**src/rtl/arm_pkg.sv**
```systemverilog
// -----------------------------------------------------------------------------
// arm_pkg
// Shared constants for the instruction-decode stage: the execute-unit command
// encodings, the data-processing opcodes, the instruction mode field and the
// ARM condition codes. Imported by the decode stage and its register file.
// -----------------------------------------------------------------------------
package arm_pkg;

    // Execute-unit command handed down the pipe in exe_cmd.
    typedef enum logic [3:0] {
        EXE_NOP = 4'b0000,
        EXE_MOV = 4'b0001,
        EXE_ADD = 4'b0010,
        EXE_ADC = 4'b0011,
        EXE_SUB = 4'b0100,
        EXE_SBC = 4'b0101,
        EXE_AND = 4'b0110,
        EXE_ORR = 4'b0111,
        EXE_EOR = 4'b1000,
        EXE_MVN = 4'b1001
    } exe_cmd_e;

    // Data-processing opcode field instr[24:21].
    typedef enum logic [3:0] {
        OP_AND = 4'b0000,
        OP_EOR = 4'b0001,
        OP_SUB = 4'b0010,
        OP_ADD = 4'b0100,
        OP_ADC = 4'b0101,
        OP_SBC = 4'b0110,
        OP_TST = 4'b1000,
        OP_CMP = 4'b1010,
        OP_ORR = 4'b1100,
        OP_MOV = 4'b1101,
        OP_MVN = 4'b1111
    } opcode_e;

    // Instruction class field instr[27:26].
    typedef enum logic [1:0] {
        MODE_DP     = 2'b00,
        MODE_MEM    = 2'b01,
        MODE_BRANCH = 2'b10,
        MODE_RSVD   = 2'b11
    } mode_e;

    // Condition field instr[31:28].
    typedef enum logic [3:0] {
        COND_EQ = 4'b0000,
        COND_NE = 4'b0001,
        COND_CS = 4'b0010,
        COND_CC = 4'b0011,
        COND_MI = 4'b0100,
        COND_PL = 4'b0101,
        COND_VS = 4'b0110,
        COND_VC = 4'b0111,
        COND_HI = 4'b1000,
        COND_LS = 4'b1001,
        COND_GE = 4'b1010,
        COND_LT = 4'b1011,
        COND_GT = 4'b1100,
        COND_LE = 4'b1101,
        COND_AL = 4'b1110,
        COND_NV = 4'b1111
    } cond_e;

endpackage

```
**src/rtl/regfile_bypass.sv**
```systemverilog
// -----------------------------------------------------------------------------
// regfile_bypass
// Register file with two combinational read ports and one clocked write port.
// With BYPASS_EN set, a write landing on a register that is being read in the
// same cycle is forwarded straight to the read port.
//
// Ports:
//   clk, rst            clock, synchronous active-high reset (clears all entries)
//   rd_addr_a/_b [3:0]  read addresses; addresses >= NUM_REGS read as 0
//   rd_data_a/_b        read data
//   wr_en, wr_addr      write strobe and address; addresses >= NUM_REGS ignored
//   wr_data             write data
// -----------------------------------------------------------------------------
module regfile_bypass
    import arm_pkg::*;
#(
    parameter int DATA_W    = 32,
    parameter int NUM_REGS  = 16,
    parameter int BYPASS_EN = 1
) (
    input  logic              clk,
    input  logic              rst,
    input  logic [3:0]        rd_addr_a,
    input  logic [3:0]        rd_addr_b,
    output logic [DATA_W-1:0] rd_data_a,
    output logic [DATA_W-1:0] rd_data_b,
    input  logic              wr_en,
    input  logic [3:0]        wr_addr,
    input  logic [DATA_W-1:0] wr_data
);

    localparam int AW = (NUM_REGS > 1) ? $clog2(NUM_REGS) : 1;

    logic [DATA_W-1:0] regs [NUM_REGS];

    // The 4-bit architectural address space may be larger than the physical
    // file, so every access is qualified by this range check.
    function automatic logic in_range(input logic [3:0] addr);
        return ({1'b0, addr} < 5'(NUM_REGS));
    endfunction

    // Write port. Reset wins over a coincident write, so the write is dropped.
    always_ff @(posedge clk) begin
        if (rst) begin
            for (int i = 0; i < NUM_REGS; i++) begin
                regs[i] <= '0;
            end
        end else if (wr_en && in_range(wr_addr)) begin
            regs[wr_addr[AW-1:0]] <= wr_data;
        end
    end

    // Read ports: out-of-range reads give 0, then optional forwarding of the
    // write that is about to land, otherwise the stored contents.
    always_comb begin
        rd_data_a = '0;
        rd_data_b = '0;
        if (in_range(rd_addr_a)) begin
            if ((BYPASS_EN != 0) && wr_en && (wr_addr == rd_addr_a)) begin
                rd_data_a = wr_data;
            end else begin
                rd_data_a = regs[rd_addr_a[AW-1:0]];
            end
        end
        if (in_range(rd_addr_b)) begin
            if ((BYPASS_EN != 0) && wr_en && (wr_addr == rd_addr_b)) begin
                rd_data_b = wr_data;
            end else begin
                rd_data_b = regs[rd_addr_b[AW-1:0]];
            end
        end
    end

endmodule

```
**src/rtl/id_stage_pipe.sv**
```systemverilog
// -----------------------------------------------------------------------------
// id_stage_pipe
// Instruction-decode stage with its output pipeline register. Decodes an ARM
// style instruction, checks its condition against the status flags, reads the
// two source operands and registers everything for the execute stage.
//
// Ports:
//   clk, rst                 clock, synchronous active-high reset
//   in_valid, pc_in          incoming instruction valid and its PC
//   instruction [31:0]       instruction word
//   hazard                   hazard-unit request to squash this instruction
//   stall                    downstream hold: registered outputs keep their value
//   flush                    branch-taken kill: load a bubble (beats stall)
//   sr [3:0]                 status flags {N,Z,C,V}
//   wb_wb_en/dest/value      write-back port into the register file
//   out_valid .. dest        registered decode results for the execute stage
//   two_src, src_1, src_2    combinational source info for the hazard unit
// -----------------------------------------------------------------------------
module id_stage_pipe
    import arm_pkg::*;
#(
    parameter int DATA_W    = 32,
    parameter int NUM_REGS  = 16,
    parameter int BYPASS_EN = 1
) (
    input  logic              clk,
    input  logic              rst,
    input  logic              in_valid,
    input  logic [DATA_W-1:0] pc_in,
    input  logic [31:0]       instruction,
    input  logic              hazard,
    input  logic              stall,
    input  logic              flush,
    input  logic [3:0]        sr,
    input  logic              wb_wb_en,
    input  logic [3:0]        wb_dest,
    input  logic [DATA_W-1:0] wb_value,
    output logic              out_valid,
    output logic              wb_en,
    output logic              mem_r_en,
    output logic              mem_w_en,
    output logic              b,
    output logic              s,
    output logic [3:0]        exe_cmd,
    output logic [DATA_W-1:0] pc,
    output logic [DATA_W-1:0] value_rn,
    output logic [DATA_W-1:0] value_rm,
    output logic [11:0]       shift_operand,
    output logic              imm,
    output logic [23:0]       imm_signed_24,
    output logic [3:0]        dest,
    output logic              two_src,
    output logic [3:0]        src_1,
    output logic [3:0]        src_2
);

    logic [3:0] cond_f;
    logic [1:0] mode_f;
    logic       i_bit;
    logic [3:0] opcode_f;
    logic       s_bit;
    logic [3:0] rn_f;
    logic [3:0] rd_f;
    logic [3:0] rm_f;

    assign cond_f   = instruction[31:28];
    assign mode_f   = instruction[27:26];
    assign i_bit    = instruction[25];
    assign opcode_f = instruction[24:21];
    assign s_bit    = instruction[20];
    assign rn_f     = instruction[19:16];
    assign rd_f     = instruction[15:12];
    assign rm_f     = instruction[3:0];

    logic       is_str;
    logic       cond_pass;
    logic       kill;
    logic [3:0] dec_exe;
    logic       dec_wb;
    logic       dec_mem_r;
    logic       dec_mem_w;
    logic       dec_b;
    logic       dec_s;
    logic [DATA_W-1:0] rf_rn;
    logic [DATA_W-1:0] rf_rm;

    // A store reads its data register through rd rather than rm, so the second
    // source switches on the raw decode, before any kill gating.
    assign is_str  = (mode_f == MODE_MEM) && !s_bit;
    assign src_1   = rn_f;
    assign src_2   = is_str ? rd_f : rm_f;
    assign two_src = !i_bit || is_str;

    // Condition check against the status flags {N,Z,C,V}.
    always_comb begin
        cond_pass = 1'b0;
        case (cond_f)
            COND_EQ: cond_pass = sr[2];
            COND_NE: cond_pass = !sr[2];
            COND_CS: cond_pass = sr[1];
            COND_CC: cond_pass = !sr[1];
            COND_MI: cond_pass = sr[3];
            COND_PL: cond_pass = !sr[3];
            COND_VS: cond_pass = sr[0];
            COND_VC: cond_pass = !sr[0];
            COND_HI: cond_pass = sr[1] && !sr[2];
            COND_LS: cond_pass = !sr[1] || sr[2];
            COND_GE: cond_pass = (sr[3] == sr[0]);
            COND_LT: cond_pass = (sr[3] != sr[0]);
            COND_GT: cond_pass = !sr[2] && (sr[3] == sr[0]);
            COND_LE: cond_pass = sr[2] || (sr[3] != sr[0]);
            COND_AL: cond_pass = 1'b1;
            default: cond_pass = 1'b0;
        endcase
    end

    // Control decode. Anything not listed (reserved mode, unknown opcode)
    // leaves every control at 0, including the S flag.
    always_comb begin
        dec_exe   = EXE_NOP;
        dec_wb    = 1'b0;
        dec_mem_r = 1'b0;
        dec_mem_w = 1'b0;
        dec_b     = 1'b0;
        dec_s     = 1'b0;
        case (mode_f)
            MODE_DP: begin
                case (opcode_f)
                    OP_MOV: begin dec_exe = EXE_MOV; dec_wb = 1'b1; dec_s = s_bit; end
                    OP_MVN: begin dec_exe = EXE_MVN; dec_wb = 1'b1; dec_s = s_bit; end
                    OP_ADD: begin dec_exe = EXE_ADD; dec_wb = 1'b1; dec_s = s_bit; end
                    OP_ADC: begin dec_exe = EXE_ADC; dec_wb = 1'b1; dec_s = s_bit; end
                    OP_SUB: begin dec_exe = EXE_SUB; dec_wb = 1'b1; dec_s = s_bit; end
                    OP_SBC: begin dec_exe = EXE_SBC; dec_wb = 1'b1; dec_s = s_bit; end
                    OP_AND: begin dec_exe = EXE_AND; dec_wb = 1'b1; dec_s = s_bit; end
                    OP_ORR: begin dec_exe = EXE_ORR; dec_wb = 1'b1; dec_s = s_bit; end
                    OP_EOR: begin dec_exe = EXE_EOR; dec_wb = 1'b1; dec_s = s_bit; end
                    OP_CMP: begin dec_exe = EXE_SUB; dec_s = s_bit; end
                    OP_TST: begin dec_exe = EXE_AND; dec_s = s_bit; end
                    default: ;
                endcase
            end
            MODE_MEM: begin
                dec_exe = EXE_ADD;
                if (s_bit) begin
                    dec_mem_r = 1'b1;
                    dec_wb    = 1'b1;
                end else begin
                    dec_mem_w = 1'b1;
                end
            end
            MODE_BRANCH: dec_b = 1'b1;
            default: ;
        endcase
    end

    // A killed instruction still travels down the pipe but with no side effects.
    assign kill = hazard || !cond_pass || !in_valid;

    regfile_bypass #(
        .DATA_W    (DATA_W),
        .NUM_REGS  (NUM_REGS),
        .BYPASS_EN (BYPASS_EN)
    ) u_regfile (
        .clk       (clk),
        .rst       (rst),
        .rd_addr_a (src_1),
        .rd_addr_b (src_2),
        .rd_data_a (rf_rn),
        .rd_data_b (rf_rm),
        .wr_en     (wb_wb_en),
        .wr_addr   (wb_dest),
        .wr_data   (wb_value)
    );

    // Output pipeline register. Reset and flush both load an all-zero bubble;
    // stall freezes every field; otherwise the decode result is captured.
    always_ff @(posedge clk) begin
        if (rst || flush) begin
            out_valid     <= 1'b0;
            wb_en         <= 1'b0;
            mem_r_en      <= 1'b0;
            mem_w_en      <= 1'b0;
            b             <= 1'b0;
            s             <= 1'b0;
            exe_cmd       <= '0;
            pc            <= '0;
            value_rn      <= '0;
            value_rm      <= '0;
            shift_operand <= '0;
            imm           <= 1'b0;
            imm_signed_24 <= '0;
            dest          <= '0;
        end else if (!stall) begin
            out_valid     <= in_valid && !hazard;
            wb_en         <= kill ? 1'b0 : dec_wb;
            mem_r_en      <= kill ? 1'b0 : dec_mem_r;
            mem_w_en      <= kill ? 1'b0 : dec_mem_w;
            b             <= kill ? 1'b0 : dec_b;
            s             <= kill ? 1'b0 : dec_s;
            exe_cmd       <= kill ? 4'b0000 : dec_exe;
            pc            <= pc_in;
            value_rn      <= rf_rn;
            value_rm      <= rf_rm;
            shift_operand <= instruction[11:0];
            imm           <= i_bit;
            imm_signed_24 <= instruction[23:0];
            dest          <= rd_f;
        end
    end

endmodule

```
**config.mk**
```make
export PLATFORM = sky130hd
export DESIGN_NAME = id_stage_pipe
export DESIGN_NICKNAME = d
export VERILOG_FILES = /design/src/rtl/arm_pkg.sv /design/src/rtl/regfile_bypass.sv /design/src/rtl/id_stage_pipe.sv
export SDC_FILE = /design/constraint.sdc
export NUM_CORES = 1
export LEC_CHECK = 0
export ABC_AREA = 0
export CAP_MARGIN = 10
export CORE_MARGIN = 10
export CORE_UTILIZATION = 59
export CTS_CLUSTER_SIZE = 16
export DETAILED_ROUTE_END_ITERATION = 10
export HOLD_SLACK_MARGIN = 0.02
export PLACE_DENSITY = 0.81
export SYNTH_ARGS = -nofsm -noshare
export SYNTH_HDL_FRONTEND = slang
export SYNTH_HIERARCHICAL = 1
export SYNTH_SLANG_ARGS = --single-unit
```
**constraint.sdc**
```tcl
create_clock -name clk -period 4.3 [get_ports clk]
set_clock_uncertainty 0.2 [all_clocks]
set_input_delay 1.29 -clock clk [delete_from_list [all_inputs] [get_ports clk]]
set_output_delay 1.29 -clock clk [all_outputs]
set_load 0.02 [all_outputs]
```
==> results of run 1 <==
[worst max-delay path by stage]
stage	start	endpoint	cells after the start
detailed placement	instruction[20]	value_rm[21]$_SDFFE_PP0N_	15
global placement	instruction[20]	value_rm[22]$_SDFFE_PP0N_	15
floorplan	instruction[26]	value_rm[10]$_SDFFE_PP0N_	12
finish	instruction[20]	src_2[2]	8
global route	instruction[20]	src_2[2]	8
CTS	instruction[20]	src_2[0]	8
[logic make-up (layout without fill, tap and decap cells)]
| logic type | Yosys count | in the layout | share of synthesized area (%) |
|---|---|---|---|
| and+or+nand+nor | 803 | 803 | 13.8 |
| DFF | 643 | 643 | 55.4 |
| muxes | 444 | 444 | 23.8 |
| buffers and inverters | 235 | 525 | 3.21 |
| AOI/OAI and AO/OA | 153 | 153 | 3.54 |
| xor gates and xnor gates | 10 | 10 | 0.269 |
| other | 0 | 2 | 0 |
[layout by cell type, fill, tap and decap left out, types with 16 or more instances in the layout]
cell type          n
mux2_2            64
mux4_2           258
clkdlybuf4s50_1  258
or2_2             16
clkbuf_16         71
nand2_1           89
buf_4             91
a22oi_1          125
nor2_1           127
and2_1           516
buf_12            41
edfxtp_1         512
dfxtp_1          131
mux2i_1          122
[cells in the mapped netlist, types with 4 or more instances]
library cell    n
nor2b_1         4
buf_4          21
nor2_1        142
o21ai_1         8
nand2_1        93
edfxtp_1      512
xor2_1          8
clkbuf_1      153
and2_1        515
nor3_1          5
buf_1           7
mux2_2         64
nand2b_1        7
buf_2          48
mux4_2        258
or2_2          17
a22oi_1       125
a21oi_1         4
dfxtp_1       131
mux2i_1       122
[sequential cells by signal (all words and copies together), names as in the netlist, 4 cells and up]
| signal | count |
|---|---|
| exe_cmd | 4 |
| pc | 32 |
| shift_operand | 11 |
| value_rm | 32 |
| value_rn | 32 |
| imm_signed_24 | 13 |
| u_regfile/regs | 512 |
[area by class of cell]
type                    count  share of cell area [%]
diodes                      2                  0.0129
clock buffers              95                    5.06
clock inverters            31                   0.721
inverters                   3                  0.0290
multi-input cells        1410                    34.9
flip-flops and latches    643                    46.3
well taps                 696                    2.24
repair buffers            396                    10.7
[worst register-to-register path, cell delays in order (launching register included)]
cell      delay, ns
edfxtp_1       0.41
mux4_2         0.52
mux4_2         0.49
mux2_2         0.28
mux2i_1        0.13
nor2_1         0.05
[timing repair]
item / in CTS / in global routing
setup endpoints to repair: 4 / 2
buffers inserted: 0 / 4
resized for setup: 4 / 3
hold buffers: 0 / 0
pin swaps: 0 / 1
[power groups by stage]
| stage | sequential, mW | combinational [mW] | clock, mW |
|---|---|---|---|
| final | 7.23 | 2.13 | 5.94 |
| after global routing | 7.25 | 2.23 | 6.23 |
| after detailed placement | 7.34 | 2.09 | 0 |
| after global placement | 7.30 | 2.05 | 0 |
| after CTS | 7.22 | 2.10 | 5.99 |
| after floorplan | 7.33 | 1.24 | 0 |
[layer usage]
metal  routed length, um  vias up  track usage, %
met4                4980        0            14.7
met5                   0        -               0
li1                    -     9041               -
met3               14300      343            8.20
met1               33200    10987            38.0
met2               47700     1833            49.4
==> impl_metrics.csv, run 1 <==
group,metric,value,unit
pwr,ir_worst_vdd,0.293,mV
logic_synthesis,syn-num-nets,2399,
setup_path,worstRegToRegCells,5,
placement,dpl.cell_count,3143,
sta,finalHoldViolations,0,
cts,cts_made_buffers,71,
die,fp.dieW,255,um
logic_synthesis,seq_area_frac_synth,55.4,%
sta,rsz0062_at_grt,"no",
cells_and_area,areaGrowthSynthToFinish,19.6,%
die,start_util,59.9,%
cts,htree_num_levels,3,
logic_synthesis,ys_ff_latch,643,
pwr,pwr-share-comb,13.9,%
logic_synthesis,synth_area_per_cell,14.2,um^2
logic_synthesis,synthArstFlopShare,0,%
setup_path,crit_buf_inv,4,
sta,finalSetupViolCount,0,
pwr,p_seq_share,47.2,%
logic_synthesis,synthTopCellsByArea,"edfxtp_1, mux4_2, and2_1",
pwr,total_power,15.3,mW
sta,min_period,4.22,ns
setup_path,crit_chain,"clkdlybuf4s50_1 -> nor2_2 -> nand2_2 -> buf_4 -> nand2_1 -> nand2_2 -> buf_4 -> buf_4",
cells_and_area,final_area,38900,um^2
pwr,intPower,11.6,mW
grt,antenna_found_initial,4,
sta,timing.final.ws_setup,0.0794,ns
cells_and_area,fin_util,71.7,%
sta,slew_violations,0,
cells_and_area,multi_input_area,13600,um^2
sta,tightestPinTransition,1.11,ns
logic_synthesis,synth_ff_type,"edfxtp_1",
cts,cts_sinks,643,
job,cap_violations,0,
pwr,power.leakage,14.0,nW
sta,fin_hold_ws,0.246,ns
min_path,hold_depth,2,
cells_and_area,regArea,18000,um^2
placement,pre_cts_slack,-0.244,ns
logic_synthesis,synth_warnings,6,
logic_synthesis,synth_top_cell_by_area,"edfxtp_1",
grt,grt_max_degree,82,
outcome,status,"complete, no violations",
sta,period_share,98.2,%
placement,dp_hpwl,60500,um
placement,placed_area,36600,um^2
logic_synthesis,synth_edf_count,512,
sta,slew_headroom,25.7,%
sta,fmax,237,MHz
cells_and_area,fin_cells,3276,
detailed_routing,first_pass_iters,5,
detailed_routing,num_vias,22204,
die,num_rows,85,
pwr,p_clk_share,38.8,%
detailed_routing,viasPerCell,6.78,
grt,grt_first_pass_wirelength,145000,um
setup_path,path_max_fanout,6,
setup_path,startpoint_type,"input pin",
grt,grt-ovfl-total,0,
logic_synthesis,syn_area,32500,um^2
setup_path,rr_endpoint,"value_rm[30]$_SDFFE_PP0N_",
die,die_y,255,um
setup_path,cp-end-kind,"output pin",
setup_path,r2r-start,"u_regfile/regs[7][30]$_SDFFCE_PN0P_",
setup_path,crit_slowest_cell,"clkdlybuf4s50_1",
placement,port_buffers,266,
placement,gp_congestion,0.905,
detailed_routing,dr.first_iter.drc_count,3166,
setup_path,crit_arrival,2.73,ns
grt,grt_use_total,30.6,%
min_path,min_to,"exe_cmd[3]$_SDFFE_PP0N_",
logic_synthesis,ys_types,48,
sta,setup_tns,0,ns
min_path,worstHoldStart,"exe_cmd[3]$_SDFFE_PP0N_",
cts,clock_latency,0.60,ns
cells_and_area,drive_gt1_share,23.7,%
setup_path,crit_family,"buffers and inverters",
cts,cts_tree,"built",
detailed_routing,routed_wl,100000,um
logic_synthesis,synth_top_area_share,47.3,%
min_path,worst_hold_path_type,"reg2reg",
setup_path,slowest_delay,0.49,ns
cells_and_area,num-fill-cells,3376,
cts,cts_max_path_buffers,3,
cells_and_area,finalNetCount,2636,
setup_path,required,2.81,ns
cts,cts_root_buf,"clkbuf_16",
setup_path,path_common_cell,"buf_4",
setup_path,worst-r2r-setup-slack,2.09,ns
detailed_routing,ant_nets,0,
die,fp.coreArea,54200,um^2
pwr,p_switching,3.71,mW
detailed_routing,drcViolationCount,0,
detailed_routing,wl_per_cell,30.6,um
cts,clk_pin_slew_worst_paths,0.06,ns
die,num_io_pins,267,
pwr,powerDensity,394,nW/um^2
pwr,p_sw_share,24.2,%
logic_synthesis,syn_inst,2288,
die,dieArea,64900,um^2
grt,grt_pass1_vias,22426,
setup_path,critPathKind,"in2out",
Power figures use the tool's default switching activity.
==> run 2, diff against run 1 <==
Settings changed: GPL_TIMING_DRIVEN set to 0.
==> run 2 against run 1 <==
Clock power is 0.7% lower. Count of clock-buffer cells in the layout stayed put. First-iteration DRC count is 8.8% higher. Routed wire length is 8.3% higher.
==> impl_metrics.csv, run 2 (synthesized netlist as in run 1, its figures left out) <==
group,metric,value,unit
grt,grt-ovfl-total,0,
cts,cts_tree,"built",
outcome,status,"complete, no violations",
placement,gp_congestion,0.909,
sta,min_period,4.29,ns
placement,placed_area,35900,um^2
setup_path,cp-end-kind,"flip-flop",
placement,dp_hpwl,69800,um
setup_path,worstRegToRegCells,6,
sta,slew_violations,0,
cells_and_area,largest_register,"u_regfile/regs",
sta,slew_headroom,10.2,%
setup_path,rr_endpoint,"value_rn[9]$_SDFFE_PP0N_",
setup_path,r2r-start,"u_regfile/regs[10][9]$_SDFFCE_PN0P_",
min_path,worst_hold_path_type,"reg2reg",
cells_and_area,areaGrowthSynthToFinish,18.0,%
min_path,min_to,"exe_cmd[2]$_SDFFE_PP0N_",
detailed_routing,viasPerCell,6.86,
die,die_y,255,um
grt,grt_first_pass_wirelength,154000,um
die,dieArea,64900,um^2
cells_and_area,multi_input_area,13500,um^2
cells_and_area,num-fill-cells,3524,
detailed_routing,wl_per_cell,32.2,um
grt,grt_use_total,33.2,%
sta,period_share,99.8,%
die,fp.dieW,255,um
cells_and_area,fin_util,70.7,%
sta,fin_hold_ws,0.255,ns
pwr,power.leakage,13.7,nW
cts,clk_pin_slew_worst_paths,0.06,ns
cts,htree_num_levels,3,
min_path,hold_depth,2,
cts,cts_max_path_buffers,3,
sta,rsz0062_at_grt,"yes",
placement,pre_cts_slack,-1.21,ns
sta,finalSetupViolCount,0,
pwr,powerDensity,398,nW/um^2
die,num_rows,85,
sta,fmax,233,MHz
setup_path,worst-r2r-setup-slack,2.07,ns
cells_and_area,final_common_cell,"and2_1",
cts,cts_hold_buf,0,
sta,tightestPinTransition,1.35,ns
cells_and_area,final_area,38400,um^2
placement,port_buffers,255,
grt,antenna_found_initial,5,
cells_and_area,regArea,18000,um^2
die,num_io_pins,267,
pwr,ir_worst_vdd,0.357,mV
grt,grt_pass1_vias,23679,
setup_path,critPathKind,"in2reg",
setup_path,startpoint_type,"input pin",
cts,cts_sinks,643,
setup_path,required,4.56,ns
min_path,worstHoldStart,"exe_cmd[2]$_SDFFE_PP0N_",
setup_path,crit_arrival,4.55,ns
sta,finalHoldViolations,0,
detailed_routing,first_pass_iters,8,
cells_and_area,finalNetCount,2729,
detailed_routing,drcViolationCount,0,
cts,post_cts_buffers,0,
cts,cts_made_buffers,69,
cts,cts_root_buf,"clkbuf_16",
die,fp.coreArea,54200,um^2
grt,grt_max_degree,33,
cells_and_area,drive_gt1_share,20.4,%
detailed_routing,num_vias,23142,
die,start_util,59.9,%
detailed_routing,ant_nets,0,
job,cap_violations,0,
cts,clock_latency,0.62,ns
detailed_routing,dr.first_iter.drc_count,3446,
cells_and_area,largest_reg_flops,512,
cells_and_area,layout_common_cells,"and2_1, edfxtp_1, mux4_2, clkdlybuf4s50_1, clkbuf_1",
sta,timing.final.ws_setup,0.00682,ns
setup_path,path_max_fanout,10,
detailed_routing,routed_wl,109000,um
run 2: critical path: stages:
cell,delay (ns)
clkdlybuf4s50_1,0.49
nor2_2,0.14
and2_1,0.23
nand2_1,0.07
nand2_1,0.15
clkbuf_2,0.33
xor2_1,0.16
nor4_4,0.60
buf_2,0.47
mux2_2,0.40
mux2i_1,0.15
nor2_1,0.07
run 2: where the power goes:
| group | switching [mW] | internal, mW |
|---|---|---|
| Clock | 2.47 | 3.43 |
| Sequential | 0.180 | 7.05 |
| Combinational | 1.18 | 0.967 |
run 2: worst max path at each step:
stage               startpoint                        end  slack, ns  cells after the start
3_5_place_dp   instruction[20]  value_rm[28]$_SDFFE_PP0N_      -1.21                     14
2_1_floorplan  instruction[26]  value_rm[10]$_SDFFE_PP0N_       0.36                     12
6_report       instruction[27]   value_rm[8]$_SDFFE_PP0N_      0.007                     12
4_1_cts        instruction[17]  value_rn[29]$_SDFFE_PP0N_       0.05                     10
3_3_place_gp   instruction[20]  value_rm[12]$_SDFFE_PP0N_      -1.13                     14
5_1_grt        instruction[27]  value_rm[19]$_SDFFE_PP0N_      -0.05                     13
run 2: what timing repair did:
action | 4_1_cts | 5_1_grt
endpoints found under the setup margin | 128 | 68
resized for setup | 65 | 13
endpoints found under the hold margin | 0 | 0
run 2: final cells by class:
| type | count | share of cell area, % |
|---|---|---|
| flip-flops and latches | 643 | 46.9 |
| multi-input cells | 1410 | 35.2 |
| repair buffers | 259 | 6.86 |
| clock buffers | 95 | 5.01 |
| plain buffers | 232 | 2.94 |
| well taps | 696 | 2.27 |
| clock inverters | 30 | 0.724 |
| inverters | 3 | 0.0294 |
| diodes | 4 | 0.0261 |
run 2: metal layers:
layer  GRT usage (%)  part of all wire [%]  vias up  wire length (um)
met3            11.5                    15      446             16800
met4            19.9                   6.0        2              6540
met1            38.5                    32    11411             34200
met5            1.08                 0.086        -                93
met2            52.7                    47     2056             50900
li1                -                     -     9227                 -
run 2: per-stage QoR:
stage	power, mW	TNS (ns)	std cells
global placement	9.31	-169.03	3239
detailed placement	9.40	-217.36	3239
floorplan	8.57	0	2288
CTS	15.2	0	3364
finish	15.3	0	3372
global route	15.6	-0.525	3372
